### src/rtl/sfq_mp_stimulus_tx.sv
// sfq_mp_stimulus_tx: buffers stimulus words and replays them as
// one-cycle SFQ pulse vectors, one word per NPHASES-phase epoch.
module sfq_mp_stimulus_tx #(
  parameter int WIDTH   = 8,
  parameter int NPHASES = 4,
  parameter int DEPTH   = 4
) (
  input  logic                     clk,
  input  logic                     rst,
  input  logic                     en,
  input  logic                     in_valid,
  input  logic [WIDTH-1:0]         in_data,
  output logic                     in_ready,
  output logic [NPHASES-1:0]       phase_oh,
  output logic [WIDTH-1:0]         pulse_out,
  output logic                     pulse_valid,
  output logic [7:0]               underrun_cnt,
  output logic [$clog2(DEPTH):0]   level
);

  localparam int AW = $clog2(DEPTH);
  localparam int LW = AW + 1;
  localparam int PW = $clog2(NPHASES);

  typedef enum logic [1:0] {
    IDLE  = 2'd0,
    RUN   = 2'd1,
    DRAIN = 2'd2
  } st_t;

  st_t state;
  st_t state_nx;

  logic [PW-1:0]      phase_cnt;
  logic [PW-1:0]      phase_nx;
  logic [NPHASES-1:0] phase_oh_nx;
  logic [WIDTH-1:0]   pulse_nx;
  logic [WIDTH-1:0]   mem [DEPTH];
  logic [AW-1:0]      wptr;
  logic [AW-1:0]      rptr;
  logic [LW-1:0]      level_nx;
  logic               empty;
  logic               last;
  logic               ese;
  logic               push;
  logic               pop;
  logic               und;

  assign empty = (level == '0);
  assign last  = (phase_cnt == PW'(NPHASES - 1));
  assign ese   = (state == IDLE) ? en : last;
  assign push  = in_valid & in_ready;
  assign pop   = ese & ~empty;
  // An empty epoch counts unless we are only draining out
  assign und   = ese & empty & (state != DRAIN);

  assign level_nx = level + LW'(push) - LW'(pop);

  // State register
  always_ff @(posedge clk or posedge rst) begin
    if (rst) state <= IDLE;
    else     state <= state_nx;
  end

  // Next-state decode
  always_comb begin
    state_nx = state;
    unique case (state)
      IDLE:  if (en) state_nx = RUN;
      RUN:   if (!en) state_nx = DRAIN;
      DRAIN: begin
        if (en)               state_nx = RUN;
        else if (ese && empty) state_nx = IDLE;
      end
      default: state_nx = IDLE;
    endcase
  end

  // Next values of the registered outputs
  always_comb begin
    phase_nx    = '0;
    phase_oh_nx = '0;
    pulse_nx    = '0;
    if (state_nx != IDLE && !ese)
      phase_nx = phase_cnt + PW'(1);
    if (state_nx != IDLE)
      phase_oh_nx = NPHASES'(1) << phase_nx;
    if (pop)
      pulse_nx = mem[rptr];
  end

  // Phase counter, pulse outputs, FIFO bookkeeping and underrun count
  always_ff @(posedge clk or posedge rst) begin
    if (rst) begin
      phase_cnt    <= '0;
      phase_oh     <= '0;
      pulse_out    <= '0;
      pulse_valid  <= 1'b0;
      underrun_cnt <= '0;
      level        <= '0;
      in_ready     <= 1'b1;
      wptr         <= '0;
      rptr         <= '0;
    end else begin
      phase_cnt   <= phase_nx;
      phase_oh    <= phase_oh_nx;
      pulse_out   <= pulse_nx;
      pulse_valid <= pop;
      level       <= level_nx;
      in_ready    <= (level_nx != LW'(DEPTH));
      if (push) wptr <= wptr + AW'(1);
      if (pop)  rptr <= rptr + AW'(1);
      if (und && underrun_cnt != 8'hFF)
        underrun_cnt <= underrun_cnt + 8'd1;
    end
  end

  // FIFO storage, no reset needed
  always_ff @(posedge clk) begin
    if (push) mem[wptr] <= in_data;
  end

endmodule

### config.mk
export PLATFORM = sky130hd
export DESIGN_NAME = sfq_mp_stimulus_tx
export DESIGN_NICKNAME = d
export VERILOG_FILES = /design/src/rtl/sfq_mp_stimulus_tx.sv
export SDC_FILE = /design/constraint.sdc
export NUM_CORES = 1
export LEC_CHECK = 0
export ABC_AREA = 1
export CORE_UTILIZATION = 50
export DETAILED_ROUTE_END_ITERATION = 10
export PLACE_DENSITY_LB_ADDON = 0.25
export SLEW_MARGIN = 30
export SYNTH_ARGS = -nofsm -noshare
export SYNTH_HDL_FRONTEND = slang
export SYNTH_SLANG_ARGS = --single-unit
### constraint.sdc
create_clock -name clk -period 3.6 [get_ports clk]
set_clock_uncertainty 0.1 [all_clocks]
set_input_delay 0.72 -clock clk [delete_from_list [all_inputs] [get_ports clk]]
set_output_delay 0.72 -clock clk [all_outputs]
set_load 0.005 [all_outputs]
Yosys cells after proc, flatten, opt, wreduce, memory -nomap -nowiden
Memories as Yosys holds them, arrays and structs flattened.
Cells that the tools add are included.
- register bits: 33
- bits in latches: 0
- memory bits (writable): 32
- ROM bits: 0
- input port bits: 12
- output and inout port bits: 25
- word-level logic and storage cells: 47
- memories: 1
- $add $sub $neg: 6
- multipliers: 0
- divide/modulo/power cells: 0
- $lt $le $gt $ge: 0
- equality and inequality tests: 6
- shifts and indexed selects: 1
- muxes and demuxes: 11
- bitwise gates (word level): 5
- reductions and logical operators: 7
- memories (memory ; words ; width ; rd ports ; clocked after memory_dff ; write ports ; line ; RTL):
    mem ; 4 ; 8 ; 1 ; 0 ; 1 ; 38 ; logic [WIDTH-1:0] mem [DEPTH];
- operator list (kind ; count):
    two-way mux 2 bit ; 5
    adder 8 x 1 -> 8 bit (second input constant) ; 1
    two-way mux 8 bit ; 1
    != test 8 bit (second input constant) ; 1
    adder 2 x 1 -> 2 bit (second input constant) ; 3
    one-hot mux 2 bit (3 select lines) ; 1
    bitwise AND 1 bit ; 4
    == test 2 bit (second input constant) ; 2
    two-way mux 4 bit ; 1
    << shifter 1 x 2 -> 4 bit (first input constant) ; 1
    adder 3 x 1 -> 3 bit ; 1
    logical AND 1 bit ; 3
    logical NOT 3 bit ; 1
    two-way mux 1 bit ; 3
    != test 3 bit (second input constant) ; 1
    subtractor 3 x 1 -> 3 bit ; 1
    == test 2 x 1 -> 1 bit (second input constant) ; 1
    logical NOT 2 bit ; 1
    != test 2 bit (second input constant) ; 1
    nonzero test 2 bit ; 1
    logical NOT 1 bit ; 1
    inverter 1 bit ; 1

Logic depth before layout (Yosys ltp)
Gate-level depths: netlist (run 1).
- depth in word-level cells: 11
- mapped depth: 15
- depth with buffers taken out: 14

Worst setup path before layout (run 1)
OpenSTA, ideal clock, no wires.
- path kind: in2reg
- from: input port en
- to: register level[2]
- library setup time: 0.122 ns
- data arrival time: 2.364 ns
- data required time: 3.378 ns
- slack: 1.014 ns
- stages: 13
- path buffers: 1
- path through: nand2_1 > nand2_2 > nand2_1 > buf_4 > inv_1 > ha_1 > inv_1 > ha_1 > inv_1 > fa_1 > xnor2_1 > xor2_1 > inv_1
- cells in the longest elaborated chain, start to end: 3
- ends and longest elaborated chain (what ; line ; RTL):
    start, declared ; 10 ; input logic en,
    two-way mux 1 bit ; 51 ; assign ese = (state == IDLE) ? en : last;
    bitwise AND 1 bit ; 53 ; assign pop = ese & ~empty;
    named net pop ; 46 ; logic pop;
    subtractor 3 x 1 -> 3 bit ; 57 ; assign level_nx = level + LW'(push) - LW'(pop);
    named net level_nx[2] ; 41 ; logic [LW-1:0] level_nx;
    end signal, assigned ; 109 ; level <= level_nx;
    end, declared ; 18 ; output logic [$clog2(DEPTH):0] level
The timed path passes the listed nets, and every way through them passes these cells.
A chain may end at the register's enable or synchronous reset.

Worst setup path after layout (run 1)
Ends and elaborated chain as after synthesis.

==> results of run 1 <==
## registers in the layout, summed over array words and instances (netlist names)
name          flops
phase_oh          4
mem              32
underrun_cnt      8
level             3
pulse_out         8
pulse_valid       1
in_ready          1
rptr              2
state             2
wptr              2
phase_cnt         2
## metal layers
layer / track usage / vias up / part of all wire
met5: 0 / - / 0
met4: 0.107 / 0 / 0.017
met3: 0.0476 / 8 / 0.037
met2: 0.290 / 31 / 0.48
met1: 0.243 / 792 / 0.47
li1: - / 849 / -
## kinds of logic after synthesis
family / Yosys count
adders and majority gates: 9
and+or+nand+nor: 80
DFF: 65
AOI/OAI and AO/OA: 34
xor gates and xnor gates: 12
buffers and inverters: 32
## per-stage QoR
stage | util | total power, W | setup slack, ns | cells
after global placement | 0.607 | 0.00177 | 0.607 | 335
after global routing | 0.644 | 0.00253 | 0.704 | 351
after floorplan | - | 0.00152 | 1.01 | 232
final | 0.644 | 0.00237 | 0.881 | 351
after detailed placement | 0.607 | 0.00180 | 0.539 | 335
after CTS | 0.644 | 0.00239 | 0.876 | 351
## worst min path at each step
stage,slack [ns],cells past startpoint,end,start
finish,0.42,1,phase_oh[3],phase_cnt[0]
global route,0.47,1,phase_cnt[0],phase_cnt[0]
CTS,0.43,1,phase_oh[3],phase_cnt[0]
detailed placement,0.42,2,pulse_out[0],mem[3][0]
global placement,0.41,1,phase_cnt[0],phase_cnt[0]
floorplan,0.38,1,phase_cnt[0],phase_cnt[0]
## final cells by class
class,instances,area (µm²),share of cell area
multi-input combinational,135,785,0.236
timing repair buffer,39,383,0.115
tap,70,87.6,0.0263
clock buffer,12,145,0.0436
clock inverter,4,43.8,0.0132
sequential,65,1790,0.537
inverter,26,97.6,0.0293
## synthesized netlist by cell type (all sizes together)
cell type	instances	area, µm²
inv	26	97.6
a21oi	9	45.0
nand4	3	40.0
buf	6	47.6
xnor2	6	52.6
xor2	6	52.6
nand2	23	96.3
fa	1	20.0
dfrtp	32	801
nor2	46	185
nor3	3	25.0
nand3	4	20.0
ha	8	100
edfxtp	32	961
dfstp	1	26.3
o21ai	25	140
nor3b	1	7.51
## power groups by stage
| stage | logic, W | clock network, W | registers, W |
|---|---|---|---|
| 6_report | 0.000675 | 0.000593 | 0.00111 |
| 5_1_grt | 0.000767 | 0.000631 | 0.00113 |
| 4_1_cts | 0.000686 | 0.000601 | 0.00111 |
| 3_5_place_dp | 0.000681 | 0 | 0.00112 |
| 3_3_place_gp | 0.000651 | 0 | 0.00112 |
| 2_1_floorplan | 0.000460 | 0 | 0.00106 |
==> summary.md, run 1 <==
| Metric | Value |
|---|---|
| Critical path depth | `13` |
| NetSw | `between 0.0007 and 0.0008 W` |
| Synth Register Bits | `between 60 and 70` |
| CP startpoint kind | `primary input` |
| Clock Sinks | `65` |
| Initial Utilization | `0.525` |
| Final instance area | `3330 µm²` |
| Worst Setup EP | `level[2]` |
| Clock network power share | `0.250` |
| Area grow syn2layout | `22.5%` |
| Max-slew violation count | `0` |
| Launch point of the worst path | `en` |
| Net Sw Frac | `0.319` |
| XOR/XNOR Fraction of Synth Area | `0.0387` |
| Syn nets | `roughly 250` |
| VDD IR max | `around 420 µV` |
| Number of detailed-route iterations in the first pass | `4` |
| Hold Path Class | `reg2reg` |
| Post-DR vias/cell | `4.79` |
| PwrDens | `about 700 nW/µm²` |
| Gr usage total | `0.188` |
| Clock Tree Root | `clkbuf_8` |
| Crit path largest cell delay | `0.50 ns` |
| Most frequent cells in the layout | `43 x nor2_1, 36 x clkdlybuf4s50_1, 32 x dfrtp_1, 32 x edfxtp_1, 25 x inv_1` |
| Max-slew headroom | `0.410` |
| Proportion of power drawn by combinational gates | `0.284` |
| Drt wl/cell | `about 13 µm` |
| Reg2reg end | `level[2]` |
| Post-CTS Repair Setup Buffers | `0` |
| Most used cell, CP | `inv_1` |
| WP data required | `between 3 and 4 ns` |
| Simple-gate share of the synthesized area | `0.138` |
| Overflow after GRT | `0` |
| Mux contribution to synthesized area | `0` |
| Max Clk Rate | `0.368 GHz` |
| Setup TNS | `0 ns` |
| Crit Path Category | `in2reg` |
| Layout cell share with drive strength beyond 1 | `0.114` |
| Hold_buf cts | `0` |
| Internal power | `0.00162 W` |
| Syn Area/Cell | `between 10 and 15 µm²` |
| Tcrit/Tclk final | `0.755` |
| Hold_ws | `between 0.4 and 0.5 ns` |
| CP max stage cell | `clkdlybuf4s50_1` |
| NumNets Final | `297` |
| Clock latency at the later pin of the worst-skew pair | `roughly 0.33 ns` |
| Min cycle time layout | `2.72 ns` |
| Compound-Gate Fraction of Synth Area | `0.0681` |
| IO Pins | `37` |
| Mapped Area | `between 2000 and 3000 µm²` |
| R2R Setup Slk | `around 1.1 ns` |
| Largest family of logic cells by synthesized area | `simple AND/OR/NAND/NOR gates` |
| Die area | `5730 µm²` |
| Initial antenna violation count | `0` |
| # setup viols final | `0` |
| Post-route ant nets | `0` |
| Reg2reg start | `phase_cnt[0]` |
| Ant. Diodes | `0` |
| Yosys warns | `0` |
| Clock buffer depth | `2` |
| Crit path buffers/inverters | `5` |
| RSZ-0062 raised after global routing | `no` |
| Worst-path maximum fanout | `5` |
| Synth Area in Adders | `0.0442` |
| Buffers on Ports | `36` |
| Placeable Area | `around 5200 µm²` |
| Worst Reg-to-Reg Cells | `13` |
| DP Area | `3140 µm²` |
| CTS-repair resized insts | `0` |
| Pleak | `around 1.4 nW` |
| Final Hold Viols | `0` |
| Worst-path clk slew | `~0.06 ns` |
| Sequential cell fraction of total power | `0.466` |
| Max Cap Viol | `0` |
| Die W | `between 70 and 80 µm` |
| Post-route DRC | `0` |
| Commonest non-fill, non-tap cell in the layout | `nor2_1` |
| Via count | `1,680` |
| Worst Setup End Kind | `flip-flop` |
| Htree depth | `3` |
| Seq/Total Area, Yosys | `0.658` |
| Vias in the first global route | `around 1,600` |
| Layout filler cell count | `380` |
| Measured slew at the worst slew-check pin | `0.882 ns` |
| Largest net degree at the start of global routing | `23` |
| CP top delay family | `buffers and inverters` |
| Syn Inst Count | `~230` |
| # rows | `26` |
| CTS tree | `done` |
| Post-synthesis cell type count | `27` |
| Drt total wl | `4650 µm` |
| DR iter-0 viols | `around 140` |
| Status | `finished clean` |
| Worst-path cell chain | `clkdlybuf4s50_1 -> nand2_1 -> nand2_2 -> nand2_1 -> inv_1 -> ha_1 -> inv_1 -> ha_1 -> inv_1 -> fa_1 -> xnor2_1 -> xor2_1 -> inv_1` |
| Crit path DAT | `2.83 ns` |
| Detail Placement HPWL | `slightly above 3000 µm` |
| Overall die height | `approximately 76 µm` |
| First-pass GRT wire length | `7510 µm` |
| Final RePlAce weighted congestion | `0.774` |
| CTS Buf Count | `9` |
Note: power is estimated with default switching activity, not from simulation.
==> run 2: changes to the inputs <==
--- a/config.mk
+++ b/config.mk
@@ -6,7 +6,7 @@
 export NUM_CORES = 1
 export LEC_CHECK = 0
 export ABC_AREA = 1
-export CORE_UTILIZATION = 50
+export CORE_UTILIZATION = 49
 export DETAILED_ROUTE_END_ITERATION = 10
 export PLACE_DENSITY_LB_ADDON = 0.25
 export SLEW_MARGIN = 30
==> constraint.sdc (replaced) <==
create_clock -name clk -period 2.3 [get_ports clk]
set_clock_uncertainty 0.1 [all_clocks]
set_input_delay 0.46 -clock clk [delete_from_list [all_inputs] [get_ports clk]]
set_output_delay 0.46 -clock clk [all_outputs]
set_load 0.005 [all_outputs]
==> run 2 against run 1 <==
- register-to-register slack worse by 0.97 ns
- sequential power is 51% higher
- global-route usage is 1.5 points lower
- sequential share of layout area is 2.1 points lower
- flip-flop and latch count stayed put
- worst setup slack worse by 0.80 ns
- design area is 4.1% higher
- cell count is 4.0% higher
- clock power is 36% higher
==> summary.md, run 2 (synthesis gave the netlist of run 1 again) <==
| Metric | Value |
|---|---|
| Initial antenna violation count | `0` |
| Clock Tree Root | `clkbuf_8` |
| Max reg flops | `32` |
| CP startpoint kind | `primary input` |
| Max-slew violation count | `0` |
| Die area | `5850 µm²` |
| IO Pins | `37` |
| R2R Setup Slk | `roughly 0.12 ns` |
| Layout cell share with drive strength beyond 1 | `0.200` |
| Tcrit/Tclk final | `0.965` |
| Setup WS pre-CTS | `-0.283 ns` |
| Reg2reg start | `state[0]` |
| Worst Reg-to-Reg Cells | `13` |
| CTS tree | `done` |
| Overflow after GRT | `0` |
| Placeable Area | `~5200 µm²` |
| Clock Sinks | `between 60 and 70` |
| Reg2reg end | `level[2]` |
| Clock buffer depth | `2` |
| Layout filler cell count | `~400` |
| # rows | `26` |
| Drt total wl | `approximately 4500 µm` |
| # setup viols final | `0` |
| Biggest register | `mem` |
| PwrDens | `about 1100 nW/µm²` |
| Detail Placement HPWL | `approximately 3000 µm` |
| VDD IR max | `between 700 and 800 µV` |
| Final Hold Viols | `0` |
| Post-route ant nets | `0` |
| Buffers on Ports | `36` |
| Vias in the first global route | `roughly 1,600` |
| CTS Buf Count | `9` |
| Max Clk Rate | `between 0.4 and 0.5 GHz` |
| NumNets Final | `311` |
| Largest net degree at the start of global routing | `34` |
| Pleak | `around 1.4 nW` |
| Crit path DAT | `around 2.3 ns` |
| WP data required | `around 2.4 ns` |
| DR iter-0 viols | `174` |
| Drt wl/cell | `approximately 12 µm` |
| Final RePlAce weighted congestion | `~0.77` |
| Worst Setup End Kind | `flip-flop` |
| Launch point of the worst path | `en` |
| Worst-path clk slew | `about 0.070 ns` |
| Worst-path maximum fanout | `2` |
| Measured slew at the worst slew-check pin | `around 0.49 ns` |
| Status | `finished clean` |
| Setup TNS | `0 ns` |
| Final setup margin | `0.0812 ns` |
| Post-route DRC | `0` |
| Commonest non-fill, non-tap cell in the layout | `nor2_1` |
| Number of detailed-route iterations in the first pass | `4` |
| Die W | `approximately 76 µm` |
| Biggest regs | `mem: 32 flops, pulse_out: 8 flops, underrun_cnt: 8 flops` |
| Max-slew headroom | `0.672` |
| Overall die height | `between 70 and 80 µm` |
| Hold Path Class | `in2async` |
| Via count | `roughly 1,700` |
| Ant. Diodes | `0` |
| Gr usage total | `0.173` |
| Area grow syn2layout | `27.6%` |
| Most frequent cells in the layout | `42 x nor2_1, 36 x clkdlybuf4s50_1, 32 x edfxtp_1` |
| Max Cap Viol | `0` |
| Htree depth | `3` |
| First-pass GRT wire length | `7450 µm` |
| Initial Utilization | `0.519` |
| Crit Path Category | `in2reg` |
| Post-DR vias/cell | `about 4.7` |
| Min cycle time layout | `~2.2 ns` |
| Clock latency at the later pin of the worst-skew pair | `0.34 ns` |
==> run 2: worst max path at each step <==
stage | endpoint | slack, ns
2_1_floorplan | level[2] | -0.03
3_3_place_gp | level[2] | -0.25
3_5_place_dp | in_ready | -0.28
4_1_cts | in_ready | 0.07
5_1_grt | in_ready | -0.02
6_report | level[2] | 0.08
==> run 2: report_power, final <==
group / internal (W) / switching, W
Sequential: 0.00151 / 0.000171
Clock: 0.000387 / 0.000420
Combinational: 0.000620 / 0.000657
Total: 0.00252 / 0.00125
==> run 2: what timing repair did <==
item                                    in CTS  in global routing
buffers inserted                             0                  4
endpoints found under the setup margin       0                  2
hold buffers                                 0                  0
gates resized for setup                      0                  1
==> run 2: final cells by class <==
type	instances	area [µm²]	share of cell area
Tap cell	70	87.6	0.0253
Inverter	26	100	0.0289
Clock buffer	11	131	0.0379
Sequential cell	65	1790	0.516
Multi-Input combinational cell	135	837	0.241
Clock inverter	5	32.5	0.00938
Timing Repair Buffer	53	488	0.141
==> run 2: worst max-delay path: stages <==
cell,delay (ns)
clkdlybuf4s50_1,0.48
nand2_1,0.07
nand2_2,0.08
nand2_2,0.07
inv_4,0.07
ha_4,0.19
inv_2,0.06
ha_4,0.11
inv_2,0.03
fa_2,0.36
xnor2_2,0.14
xor2_1,0.15
inv_1,0.06
==> run 2: metrics by stage <==
stage               area (µm²)  hold slack [ns]  instances  total power, W  utilization
floorplan                 2780            0.382        232         0.00247            -
global placement          3270            0.413        345         0.00293        0.624
detailed placement        3270            0.414        345         0.00297        0.624
CTS                       3430            0.418        361         0.00378        0.656
global route              3470            0.450        365         0.00402        0.662
finish                    3470            0.415        365         0.00377        0.662
==> run 2: per-layer routing <==
metal	up-vias	wire length [µm]	GRT usage
met5	-	0	0
met4	0	120	0.119
met3	11	171	0.0431
met2	42	2260	0.260
met1	801	1980	0.219
li1	874	-	-
==> run 3: changes to the inputs <==
--- a/config.mk
+++ b/config.mk
@@ -6,7 +6,9 @@
 export NUM_CORES = 1
 export LEC_CHECK = 0
 export ABC_AREA = 1
-export CORE_UTILIZATION = 49
+export CELL_PAD_IN_SITES_DETAIL_PLACEMENT = 0
+export CELL_PAD_IN_SITES_GLOBAL_PLACEMENT = 1
+export CORE_UTILIZATION = 39
 export DETAILED_ROUTE_END_ITERATION = 10
 export PLACE_DENSITY_LB_ADDON = 0.25
 export SLEW_MARGIN = 30
==> constraint.sdc (replaced) <==
create_clock -name clk -period 1.8 [get_ports clk]
set_clock_uncertainty 0.1 [all_clocks]
set_input_delay 0.36 -clock clk [delete_from_list [all_inputs] [get_ports clk]]
set_output_delay 0.36 -clock clk [all_outputs]
set_load 0.005 [all_outputs]
==> run 3 against run 2 <==
- the run now ends with setup timing left
- design area up 4.4%
- worst setup slack lost 0.45 ns
- wire length up 7.3%
- flip-flop and latch count is the same
- critical path depth is 1 higher
- highest routed layer unchanged
==> summary.md, run 3 (synthesis gave the netlist of run 1 again) <==
| Metric | Value |
|---|---|
| Area grow syn2layout | `33.2%` |
| Worst-path clk slew | `approximately 0.07 ns` |
| VDD IR max | `715 µV` |
| Clock buffer depth | `2` |
| Placed cell count | `between 300 and 400` |
| Internal power | `0.00360 W` |
| Max reg flops | `32` |
| Post-route DRC | `0` |
| Pleak | `around 1.5 nW` |
| Status | `finished with violations` |
| # rows | `30` |
| CTS Buf Count | `9` |
| Drt wl/cell | `12.7 µm` |
| Crit path DAT | `2.34 ns` |
| Clock Tree Root | `clkbuf_8` |
| Final RePlAce weighted congestion | `0.754` |
| Final setup margin | `-0.373 ns` |
| Max Clk Rate | `about 0.46 GHz` |
| Htree depth | `3` |
| Overall die height | `roughly 85 µm` |
| CTS tree | `done` |
| DR iter-0 viols | `73` |
| Die area | `7310 µm²` |
| Biggest regs | `mem: 32 flops, pulse_out: 8 flops, underrun_cnt: 8 flops` |
| Initial antenna violation count | `0` |
| Largest net degree at the start of global routing | `20` |
| Net Sw Frac | `0.310` |
| Hold_ws | `around 0.21 ns` |
| Measured slew at the worst slew-check pin | `between 0.4 and 0.5 ns` |
| Gr usage total | `0.151` |
| Die W | `between 80 and 90 µm` |
| Overflow after GRT | `0` |
| Buffers on Ports | `36` |
| Post-route ant nets | `0` |
| Initial Utilization | `0.402` |
| Setup WS pre-CTS | `-0.697 ns` |
| Most frequent cells in the layout | `42 x nor2_1, 32 x clkdlybuf4s50_1, 32 x edfxtp_1` |
| IO Pins | `37` |
| Clock Sinks | `65` |
| # setup viols final | `3` |
| Final instance area | `~3600 µm²` |
| Via count | `1,746` |
| Worst-path maximum fanout | `3` |
| DP Area | `between 3000 and 4000 µm²` |
| Vias in the first global route | `around 1,700` |
| Drt total wl | `4860 µm` |
| PwrDens | `roughly 1400 nW/µm²` |
| First-pass GRT wire length | `about 8000 µm` |
| NetSw | `about 0.0016 W` |
| Placeable Area | `approximately 6800 µm²` |
| Final Hold Viols | `0` |
| Reg2reg end | `in_ready` |
| R2R Setup Slk | `-0.37 ns` |
| Biggest register | `mem` |
| Crit Path Category | `reg2reg` |
| Failing checks | `setup timing` |
| Max Cap Viol | `0` |
| Number of detailed-route iterations in the first pass | `5` |
| CP startpoint kind | `flip-flop` |
| Sequential cell fraction of total power | `0.405` |
| Worst Reg-to-Reg Cells | `14` |
| NumNets Final | `320` |
| RSZ-0062 raised after global routing | `yes` |
| Clock latency at the later pin of the worst-skew pair | `about 0.33 ns` |
| Layout cell share with drive strength beyond 1 | `0.243` |
| Proportion of power drawn by combinational gates | `0.336` |
| Clock network power share | `0.259` |
| Post-route insts no fill | `~380` |
| WP data required | `slightly below 2 ns` |
| Tcrit/Tclk final | `1.21` |
| Max-slew violation count | `0` |
| Ant. Diodes | `0` |
| Layout filler cell count | `between 600 and 700` |
| Setup TNS | `-0.945 ns` |
| Min cycle time layout | `2.17 ns` |
| Max-slew headroom | `0.674` |
| Post-DR vias/cell | `4.55` |
| Hold_buf cts | `0` |
| Detail Placement HPWL | `between 3000 and 4000 µm` |
| Hold Path Class | `in2async` |
| Commonest non-fill, non-tap cell in the layout | `nor2_1` |
| Worst Setup End Kind | `flip-flop` |
| Reg2reg start | `state[0]` |
-- run 3: cell count changes in the layout (fill, tap and decap cells not counted), sizes merged --
cell	delta
clkdlybuf4s50	-4
buf	+9
dlygate4sd2	+4
clkinv	-2
bufinv	+2
-- run 3: through the flow --
step	power, W	utilization
2_1_floorplan	0.00315	-
3_3_place_gp	0.00384	0.492
3_5_place_dp	0.00386	0.492
4_1_cts	0.00527	0.532
5_1_grt	0.00557	0.536
6_report	0.00521	0.536
-- run 3: timing repair --
item                                    CTS  global route
endpoints found under the setup margin    9             6
resized for setup                         9             2
buffers inserted                          6             3
pin swaps                                 7             0
-- run 3: worst max-delay path by stage --
stage / from / endpoint / depth (start not counted) / slack (ns)
2_1_floorplan: level[0] / level[2] / 13 / -0.53
3_3_place_gp: en / level[2] / 13 / -0.67
3_5_place_dp: en / level[2] / 13 / -0.70
4_1_cts: phase_cnt[0] / in_ready / 14 / -0.36
5_1_grt: phase_cnt[0] / in_ready / 14 / -0.48
6_report: state[0] / in_ready / 14 / -0.37
-- run 3: worst max-delay path, cell delays in order (launching register included) --
cell,delay (ns)
dfrtp_1,0.42
nor2_2,0.14
nand2_1,0.07
nand2_2,0.09
nand2_2,0.08
inv_4,0.07
ha_4,0.19
inv_2,0.05
ha_4,0.11
inv_2,0.03
fa_2,0.34
xnor2_2,0.14
xor2_1,0.16
inv_1,0.07
nand2_1,0.05
-- run 3: power groups by stage --
stage	Clock, W	Sequential [W]	Combinational, W
after floorplan	0	0.00216	0.000995
after global placement	0	0.00214	0.00170
after detailed placement	0	0.00214	0.00172
after CTS	0.00139	0.00211	0.00177
after global routing	0.00145	0.00215	0.00197
final	0.00135	0.00211	0.00175
-- run 3: routing by layer --
metal / GRT usage / wire, µm
met1: 0.193 / 2270
met4: 0.0848 / 81
met3: 0.0389 / 137
met2: 0.234 / 2370
met5: 0 / 0
-- run 3: area by class of cell --
| type | instances | area (µm²) | area share |
|---|---|---|---|
| Clock buffer | 11 | 141 | 0.0391 |
| Sequential cell | 65 | 1800 | 0.496 |
| Tap cell | 80 | 100 | 0.0277 |
| Multi-Input combinational cell | 135 | 837 | 0.231 |
| Inverter | 26 | 100 | 0.0277 |
| Timing Repair Buffer | 62 | 567 | 0.157 |
| Clock inverter | 5 | 78.8 | 0.0218 |
